===== config.mk =====
export PLATFORM = sky130hd
export DESIGN_NAME = tl_uh_ram_arbiter
export DESIGN_NICKNAME = d
export VERILOG_FILES = /design/src/rtl/tl_uh_pkg.sv /design/src/rtl/tl_uh_ram_arbiter_rr_pick.sv /design/src/rtl/tl_uh_ram_arbiter.sv
export SDC_FILE = /design/constraint.sdc
export NUM_CORES = 1
export LEC_CHECK = 0
export BUFFER_PORTS_ARGS = -buffer_cell sky130_fd_sc_hd__buf_2
export CAP_MARGIN = 20
export CORE_AREA = 2 2 242 244
export CTS_BUF_LIST = sky130_fd_sc_hd__clkbuf_8
export DETAILED_ROUTE_END_ITERATION = 8
export DIE_AREA = 0 0 244 246
export SYNTH_ARGS = -nofsm -noshare
export SYNTH_HDL_FRONTEND = slang
export SYNTH_SLANG_ARGS = --single-unit

===== constraint.sdc =====
create_clock -name clk -period 1.9 [get_ports clk]
set_input_delay 0.19 -clock clk [delete_from_list [all_inputs] [get_ports clk]]
set_output_delay 0.19 -clock clk [all_outputs]
set_load 0.02 [all_outputs]

===== src/rtl/tl_uh_pkg.sv =====
// Shared TileLink-UH constants and arbiter state encoding used by the
// RAM arbiter and its round-robin picker.
package tl_uh_pkg;

  // A-channel opcodes
  localparam logic [2:0] TL_A_GET             = 3'd4;
  localparam logic [2:0] TL_A_PUT_FULL        = 3'd0;

  // D-channel opcodes
  localparam logic [2:0] TL_D_ACCESS_ACK      = 3'd0;
  localparam logic [2:0] TL_D_ACCESS_ACK_DATA = 3'd1;

  // Beats per 64B burst on a 64-bit bus
  localparam int TL_BEATS = 8;

  // Arbiter states
  typedef enum logic [1:0] {
    ST_IDLE   = 2'd0,
    ST_A_ACT  = 2'd1,
    ST_D_RESP = 2'd2
  } arb_state_e;

  // Width of a requester index; never narrower than one bit
  function automatic int owner_w(input int n);
    return (n > 1) ? $clog2(n) : 1;
  endfunction

endpackage


===== src/rtl/tl_uh_ram_arbiter_rr_pick.sv =====
// Combinational round-robin priority picker: returns the first asserted
// request found scanning ptr, ptr+1, ... modulo N_REQ.
module rr_pick
  import tl_uh_pkg::*;
#(
  parameter int N_REQ = 2,
  parameter int OW    = 1
) (
  input  logic [N_REQ-1:0] req,
  input  logic [OW-1:0]    ptr,
  output logic [OW-1:0]    idx,
  output logic             any
);

  // One extra bit so ptr + offset cannot overflow before the modulo step
  localparam int          SW = OW + 1;
  localparam logic [SW-1:0] NQ = SW'(N_REQ);

  logic [SW-1:0] sum_s;
  logic [OW-1:0] cand_s;

  // Scan from the pointer and keep the first requester that is asserted
  always_comb begin
    idx    = {OW{1'b0}};
    any    = 1'b0;
    sum_s  = {SW{1'b0}};
    cand_s = {OW{1'b0}};
    for (int i = 0; i < N_REQ; i++) begin
      sum_s = {1'b0, ptr} + SW'(i);
      if (sum_s >= NQ) begin
        sum_s = sum_s - NQ;
      end else begin
        sum_s = sum_s;
      end
      cand_s = sum_s[OW-1:0];
      if (!any && req[cand_s]) begin
        idx = cand_s;
        any = 1'b1;
      end else begin
        any = any;
      end
    end
  end

endmodule


===== src/rtl/tl_uh_ram_arbiter.sv =====
// Round-robin arbiter sharing one serialized TL-UH RAM slave between
// N_REQ requesters. One transaction is in flight at a time: the grant is
// held across the whole A burst and released after the last D beat.
module tl_uh_ram_arbiter
  import tl_uh_pkg::*;
#(
  parameter int N_REQ  = 2,
  parameter int DATA_W = 64,
  parameter int ADDR_W = 64,
  parameter int BEATS  = TL_BEATS
) (
  input  logic                      clk,
  input  logic                      rst,
  // Requester side, A channel (requester i at slot i of each packed bus)
  input  logic [N_REQ*3-1:0]        m_a_opcode,
  input  logic [N_REQ*3-1:0]        m_a_param,
  input  logic [N_REQ*3-1:0]        m_a_size,
  input  logic [N_REQ*4-1:0]        m_a_source,
  input  logic [N_REQ*ADDR_W-1:0]   m_a_address,
  input  logic [N_REQ*8-1:0]        m_a_mask,
  input  logic [N_REQ*DATA_W-1:0]   m_a_data,
  input  logic [N_REQ-1:0]          m_a_valid,
  output logic [N_REQ-1:0]          m_a_ready,
  // Requester side, D channel (payload broadcast, valid one-hot)
  output logic [2:0]                m_d_opcode,
  output logic [1:0]                m_d_param,
  output logic [2:0]                m_d_size,
  output logic [3:0]                m_d_source,
  output logic [1:0]                m_d_sink,
  output logic                      m_d_denied,
  output logic [DATA_W-1:0]         m_d_data,
  output logic                      m_d_corrupt,
  output logic [N_REQ-1:0]          m_d_valid,
  input  logic [N_REQ-1:0]          m_d_ready,
  // Slave side, A channel
  output logic [2:0]                s_a_opcode,
  output logic [2:0]                s_a_param,
  output logic [2:0]                s_a_size,
  output logic [3:0]                s_a_source,
  output logic [ADDR_W-1:0]         s_a_address,
  output logic [7:0]                s_a_mask,
  output logic [DATA_W-1:0]         s_a_data,
  output logic                      s_a_valid,
  input  logic                      s_a_ready,
  // Slave side, D channel
  input  logic [2:0]                s_d_opcode,
  input  logic [1:0]                s_d_param,
  input  logic [2:0]                s_d_size,
  input  logic [3:0]                s_d_source,
  input  logic [1:0]                s_d_sink,
  input  logic                      s_d_denied,
  input  logic [DATA_W-1:0]         s_d_data,
  input  logic                      s_d_corrupt,
  input  logic                      s_d_valid,
  output logic                      s_d_ready,
  // Status
  output logic [owner_w(N_REQ)-1:0] owner,
  output logic                      busy,
  output logic                      err_unexpected_d
);

  localparam int         OW       = owner_w(N_REQ);
  localparam logic [3:0] BEATS_L  = 4'(BEATS);
  localparam logic [3:0] BEATS_M1 = 4'(BEATS - 1);

  arb_state_e    state_r;
  logic [OW-1:0] owner_r;
  logic [OW-1:0] rr_ptr_r;
  logic [3:0]    a_left_r;
  logic [3:0]    d_left_r;
  logic          err_r;

  logic [OW-1:0] pick_idx_s;
  logic          pick_any_s;
  logic [OW-1:0] next_ptr_s;
  logic          a_hs_s;
  logic          d_hs_s;

  // Per-requester views of the packed A-channel buses
  logic [2:0]        a_opcode_s  [N_REQ];
  logic [2:0]        a_param_s   [N_REQ];
  logic [2:0]        a_size_s    [N_REQ];
  logic [3:0]        a_source_s  [N_REQ];
  logic [ADDR_W-1:0] a_address_s [N_REQ];
  logic [7:0]        a_mask_s    [N_REQ];
  logic [DATA_W-1:0] a_data_s    [N_REQ];

  for (genvar g = 0; g < N_REQ; g++) begin : g_unpack
    assign a_opcode_s[g]  = m_a_opcode[3*g +: 3];
    assign a_param_s[g]   = m_a_param[3*g +: 3];
    assign a_size_s[g]    = m_a_size[3*g +: 3];
    assign a_source_s[g]  = m_a_source[4*g +: 4];
    assign a_address_s[g] = m_a_address[ADDR_W*g +: ADDR_W];
    assign a_mask_s[g]    = m_a_mask[8*g +: 8];
    assign a_data_s[g]    = m_a_data[DATA_W*g +: DATA_W];
  end

  rr_pick #(
    .N_REQ (N_REQ),
    .OW    (OW)
  ) u_rr_pick (
    .req (m_a_valid),
    .ptr (rr_ptr_r),
    .idx (pick_idx_s),
    .any (pick_any_s)
  );

  assign next_ptr_s = (owner_r == OW'(N_REQ - 1)) ? {OW{1'b0}} : (owner_r + OW'(1));
  assign a_hs_s     = (state_r == ST_A_ACT)  && m_a_valid[owner_r] && s_a_ready;
  assign d_hs_s     = (state_r == ST_D_RESP) && s_d_valid && m_d_ready[owner_r];

  // D payload is broadcast; only the valid is steered to the owner
  assign m_d_opcode  = s_d_opcode;
  assign m_d_param   = s_d_param;
  assign m_d_size    = s_d_size;
  assign m_d_source  = s_d_source;
  assign m_d_sink    = s_d_sink;
  assign m_d_denied  = s_d_denied;
  assign m_d_data    = s_d_data;
  assign m_d_corrupt = s_d_corrupt;

  assign owner            = owner_r;
  assign busy             = (state_r != ST_IDLE);
  assign err_unexpected_d = err_r;

  // Steer the owner's A channel to the slave and the slave's D valid/ready to the owner
  always_comb begin
    s_a_opcode  = a_opcode_s[owner_r];
    s_a_param   = a_param_s[owner_r];
    s_a_size    = a_size_s[owner_r];
    s_a_source  = a_source_s[owner_r];
    s_a_address = a_address_s[owner_r];
    s_a_mask    = a_mask_s[owner_r];
    s_a_data    = a_data_s[owner_r];
    s_a_valid   = 1'b0;
    m_a_ready   = {N_REQ{1'b0}};
    m_d_valid   = {N_REQ{1'b0}};
    s_d_ready   = 1'b0;
    case (state_r)
      ST_A_ACT: begin
        s_a_valid          = m_a_valid[owner_r];
        m_a_ready[owner_r] = s_a_ready;
      end
      ST_D_RESP: begin
        m_d_valid[owner_r] = s_d_valid;
        s_d_ready          = m_d_ready[owner_r];
      end
      default: begin
        s_a_valid = 1'b0;
      end
    endcase
  end

  // Arbitration FSM, burst beat counters and sticky protocol-error flag
  always_ff @(posedge clk) begin
    if (rst) begin
      state_r  <= ST_IDLE;
      owner_r  <= {OW{1'b0}};
      rr_ptr_r <= {OW{1'b0}};
      a_left_r <= 4'd0;
      d_left_r <= 4'd0;
      err_r    <= 1'b0;
    end else begin
      // A D beat outside the response phase is dropped and flagged
      if (s_d_valid && (state_r != ST_D_RESP)) begin
        err_r <= 1'b1;
      end
      case (state_r)
        ST_IDLE: begin
          if (pick_any_s) begin
            owner_r  <= pick_idx_s;
            a_left_r <= 4'd0;
            state_r  <= ST_A_ACT;
          end
        end
        ST_A_ACT: begin
          if (a_hs_s) begin
            if (a_left_r == 4'd0) begin
              // Opcode is only meaningful on the first beat of a burst
              if (s_a_opcode == TL_A_GET) begin
                d_left_r <= BEATS_L;
                state_r  <= ST_D_RESP;
              end else if ((s_a_opcode == TL_A_PUT_FULL) && (BEATS_L > 4'd1)) begin
                a_left_r <= BEATS_M1;
              end else begin
                d_left_r <= 4'd1;
                state_r  <= ST_D_RESP;
              end
            end else if (a_left_r == 4'd1) begin
              a_left_r <= 4'd0;
              d_left_r <= 4'd1;
              state_r  <= ST_D_RESP;
            end else begin
              a_left_r <= a_left_r - 4'd1;
            end
          end
        end
        ST_D_RESP: begin
          if (d_hs_s) begin
            if (d_left_r <= 4'd1) begin
              d_left_r <= 4'd0;
              rr_ptr_r <= next_ptr_s;
              state_r  <= ST_IDLE;
            end else begin
              d_left_r <= d_left_r - 4'd1;
            end
          end
        end
        default: begin
          state_r <= ST_IDLE;
        end
      endcase
    end
  end

endmodule


After elaboration in Yosys (flattened, before gate mapping)

Cells that the tools add are included.

Input bits: 386
Output and inout bits: 238
Register bits: 13

Eq/ne operators: 13
$add $sub $neg: 6
Bitwise logic cells: 3
Order comparisons: 8
Multiplexer cells: 66
Reductions and logical operators: 19

Operators with widths:

| kind                                                                   | number |
|---|---|
| 64-bit 2-to-1 mux                                                      | 6 |
| 4-bit 2-to-1 mux                                                       | 16 |
| 3-bit 2-to-1 mux                                                       | 9 |
| 8-bit 2-to-1 mux                                                       | 3 |
| 2-bit 2-to-1 mux                                                       | 10 |
| 1-bit 2-to-1 mux                                                       | 18 |
| 4-bit case mux with 2 select lines                                     | 2 |
| 5-bit AND reduction                                                    | 2 |
| 2-bit != test (second input constant)                                  | 4 |
| 4-bit by 1-bit subtractor with 4-bit output (second input constant)    | 2 |
| 1-bit logical AND                                                      | 7 |
| 1-bit by 2-bit < comparator with 1-bit output (second input constant)  | 3 |
| 2-bit case mux with 3 select lines                                     | 1 |
| 6-bit AND reduction                                                    | 1 |
| 2-bit nonzero test                                                     | 3 |
| 2-bit AND                                                              | 2 |
| 4-bit by 1-bit equality test with 1-bit output (second input constant) | 1 |
| 2-bit >= comparator (second input constant)                            | 2 |
| 4-bit by 1-bit <= comparator with 1-bit output (second input constant) | 1 |
| 4-bit zero test                                                        | 1 |
| 4-bit != test (second input constant)                                  | 1 |
| 3-bit equality test (second input constant)                            | 1 |
| 3-bit zero test                                                        | 1 |
| 3-bit by 1-bit != test with 1-bit output (second input constant)       | 1 |
| other kinds (16)                                                       | 17 |

Longest topological paths before layout

Word-level depth: 10
Depth in mapped cells: 7
Depth with buffers taken out: 7

Hierarchy

From an unflattened synthesis, not the netlist that was laid out.

Cells, all modules: 370
Area total of the unflattened synthesis: 3373.2 sq um

Modules (own cells, without submodules):

| module            | seq. area each (sq um) | cells an instance | times used | area each (sq um) |
|---|---|---|---|---|
| tl_uh_ram_arbiter | 260.2                  | 367               | 1          | 3355.7 |
| rr_pick           | 0.0                    | 3                 | 1          | 17.5 |

Worst setup path before layout

No wires, ideal clock.

Kind: register to output
Start: reg owner_r, in the netlist owner
End: out s_a_address[42]
Path buffers: 3
Cell stages (with the launch flop): 5
Data required time: 1710 ps
Arrival time: 1814 ps
Setup slack: -104 ps
Cell sequence: dfxtp_1 > buf_2 > clkbuf_1 > clkbuf_1 > mux2_2

Longest elaborated chain between the ends: 4

Ends and longest elaborated chain:

| item                                                   | RTL line                 | text |
|---|---|---|
| from (decl)                                            | tl_uh_ram_arbiter.sv:67  | `logic [OW-1:0] owner_r;` |
| from (signal assigned)                                 | tl_uh_ram_arbiter.sv:158 | `owner_r <= {OW{1'b0}};` |
| from (signal assigned)                                 | tl_uh_ram_arbiter.sv:171 | `owner_r <= pick_idx_s;` |
| 1-bit inverter with 2-bit output (not written as such) | tl_uh_ram_arbiter.sv:132 | `s_a_address = a_address_s[owner_r];` |
| 64-bit 2-to-1 mux (not written as such) (3 in series)  | tl_uh_ram_arbiter.sv:132 |  |
| to (decl)                                              | tl_uh_ram_arbiter.sv:40  | `output logic [ADDR_W-1:0] s_a_address,` |

Every way passes these cells. The select of a mux whose other input is x is not followed.

Final worst setup path

Start: reg owner_r, in the netlist owner
End: out s_a_address[62]

The elaborated chain is that of the path after synthesis.

==> flow_summary.ini <==
[outcome]
status = finished, final reports clean

[setup_path]
cp_cell_sequence = buf_8 -> buf_16 -> mux2_2 -> buf_2
worstSetupPathType = flip-flop to output pin
max_stage_delay_ns = 0.42
path_delay_family = buffers and inverters
critical-path-slowest-cell = mux2_2
timing.critical_path.buf_inv = 3
crit_arrival_ns = 1.70
r2r-end = a_left_r[2]$_SDFFE_PP0P_
cp_max_fo = 17
reg2reg_slack_ns = 0.05
reg2reg_depth = 6
critPathRequiredTime_ns = 1.71
worst_r2r_startpoint = owner$_SDFFE_PP0P_
crit_path_start_kind = flip-flop
endpoint_kind = output pin

[floorplan]
core_area_mm2 = 0.0574
num_rows = 88
die_w_um = 244
die_y_um = 246
ioPinCount = 624
die_area_mm2 = 0.0600
start_util = 0.0577

[place]
dpl.hpwl_um = 20100
io_buffers = 463
placed_cells = 1522
gp_congestion = 0.934
pre_cts_slack_ns = -0.0667

[route]
wl_um = 23300
num_vias = 4575
drc = 0
wire_per_inst_um = 15.1
firstDrtPassIters = 4
drtIter0Drc = 111
viasPerCell = 2.97
detail-route-antenna-nets = 0

[power]
swShare = 0.500
power.ir.vdd_worst_mv = 0.335
powerDensity_mw_per_mm2 = 675
pwr-share-seq = 0.102
p_clk_frac = 0.058
p_leak_nw = 2.95
p_sw_mw = 2.14
power_mw = 4.28
internal_power_mw = 2.14
combPwrFrac = 0.840

[yosys]
synth_area_leaders = mux2_2, buf_4, dfxtp_1
synth_area_per_cell_um2 = 8.92
ys_seq_area_frac = 0.0787
ys.flop_type = dfxtp_1
synth_top_area_cell = mux2_2
yosys_warnings = 0
synth_nets = 766
synthArstFlopShare = 0
synthDistinctLibCells = 39
yosys_register_bits = 13
syn_inst = 371
synth_area_mm2 = 0.00331
synth_top_area_share = 0.507
synth_edf_count = 0

[layout]
post_route_cells_drive_above_1_share = 0.856
fin_cells = 1541
fin_nets = 1162
fin_util = 0.110
area_growth_pct = 91.6

[clocking]
hold_buffers = 0
worst_skew_pair.late_latency_ns = 0.25
htreeDepth = 1
clk_path_buf_depth = 2
cts-buffers-inserted = 3
tritoncts = built
cts.sink_count = 13
clk_pin_slew_ns = 0.05
root_buffer = clkbuf_8

[worst_hold_path]
hold_end = a_left_r[2]$_SDFFE_PP0P_
hold_depth = 2
hold_path.class = input port to flip-flop
hold_start = rst

[sta]
worst_slack_ns = 0.00787
rsz0062_at_grt = yes
slew_headroom = 0.782
worstMarginPinSlew_ns = 0.317
setup_viol = 0
post-route-period-util = 0.996
timing.hold.ws_ns = 0.238
clock_skew_ns = 0.00544
fmax_mhz = 529
report.final.slew_viol_count = 0
hold_violations = 0
fin_crit_ns = 1.89

[job]
cap_violations = 0

[grt]
grt_usage = 0.0673
antenna_found_initial = 20
grt_pass1_vias = 4338
grt_pass1_wl_um = 28300
grt_overflow_total = 0
grt_max_degree = 34
[flip-flops by register name, indices dropped and copies added, names as in the netlist]
signal,cells
a_left_r,4
d_left_r,4
state_r,2
err_unexpected_d,1
owner,1
rr_ptr_r,1
[cells in the final DEF, fill, tap and decap left out, drive strengths merged, types with 2 or more instances in the layout]
master,n
nor2b,3
nor4b,2
o32ai,2
o31ai,2
clkbuf,5
inv,13
nand2b,4
o311a,2
nand3,3
nand2,12
dfxtp,13
diode,10
nor3,5
o21ai,8
a21oi,9
buf,488
ha,9
mux2,149
mux2i,6
nor2,15
[worst register-to-register path, cell delays in order (launching register included)]
cell and delay (ns):
dfxtp_4 0.39, buf_6 0.11, nor4b_4 0.21, nor2_1 0.07, a221o_1 0.36, or4b_1 0.53, a21oi_2 0.12
[cell usage after synthesis, types with 2 or more instances]
| master | count |
|---|---|
| o31ai_1 | 2 |
| inv_1 | 12 |
| mux2_2 | 149 |
| nor3_1 | 5 |
| nand2_1 | 12 |
| o21ai_0 | 7 |
| nor2b_1 | 3 |
| o311a_1 | 2 |
| a21oi_1 | 9 |
| o32ai_1 | 2 |
| nand3_1 | 3 |
| nand2b_1 | 4 |
| dfxtp_1 | 13 |
| ha_1 | 9 |
| buf_1 | 6 |
| nor2_1 | 15 |
| clkbuf_1 | 12 |
| mux2i_1 | 6 |
| buf_4 | 80 |
[per-layer routing]
metal / global-route usage / vias to the layer above / wire length (µm)
met1: 0.0653 / 1992 / 7860
li1: - / 2049 / -
met2: 0.118 / 474 / 10700
met5: 0 / - / 20
met4: 0.0325 / 4 / 1080
met3: 0.0352 / 56 / 3560
[what timing repair did]
item / 4_1_cts / 5_1_grt
endpoints found under the setup margin: 85 / 34
hold endpoints to repair: 0 / 0
cloned: 1 / 2
gates resized for setup: 6 / 17
buffers inserted: 0 / 2
pin swaps: 0 / 5
[per-stage QoR]
stage | TNS, ns | area (µm²)
detailed placement | -0.0667 | 6090
finish | 0 | 6340
CTS | -0.0376 | 6190
global placement | -0.0248 | 6090
global route | -0.634 | 6330
floorplan | 0 | 3310
[cells by family after synthesis]
family / share of synthesized area
adder cells (fa/ha/maj): 0.0340
AO/OA/AOI/OAI: 0.0620
flip-flops: 0.0787
AND/OR/NAND/NOR: 0.0802
multiplexers: 0.525
XOR/XNOR: 0.00265
buffers and inverters: 0.217
[power groups by stage]
stage	sequential (mW)	clock, mW	combinational (mW)
detailed placement	0.424	0	3.41
global placement	0.422	0	3.40
finish	0.435	0.248	3.59
CTS	0.420	0.261	3.49
global route	0.450	0.273	3.85
floorplan	0.415	0	2.31
[worst max path at each step]
| stage | startpoint | endpoint | slack [ns] | cells after the start |
|---|---|---|---|---|
| finish | owner$_SDFFE_PP0P_ | s_a_address[62] | 0.008 | 4 |
| global placement | state_r[1]$_SDFFE_PP0P_ | state_r[1]$_SDFFE_PP0P_ | -0.01 | 7 |
| global route | a_left_r[1]$_SDFFE_PP0P_ | d_left_r[1]$_SDFFE_PP0P_ | -0.06 | 7 |
| CTS | owner$_SDFFE_PP0P_ | a_left_r[2]$_SDFFE_PP0P_ | -0.04 | 6 |
| floorplan | owner$_SDFFE_PP0P_ | s_a_address[42] | 0.02 | 4 |
| detailed placement | owner$_SDFFE_PP0P_ | a_left_r[2]$_SDFFE_PP0P_ | -0.07 | 6 |
[cell type report]
class / count / area [µm²]
Antenna cell: 10 / 25.0
Clock buffer: 3 / 41.3
Clock inverter: 1 / 3.75
Fill cell: 6675 / 51000
Inverter: 12 / 45.0
Multi-Input combinational cell: 247 / 2380
Sequential cell: 13 / 270
Tap cell: 765 / 957
Timing Repair Buffer: 490 / 2620
No activity file was read; power rests on OpenSTA's default activity.
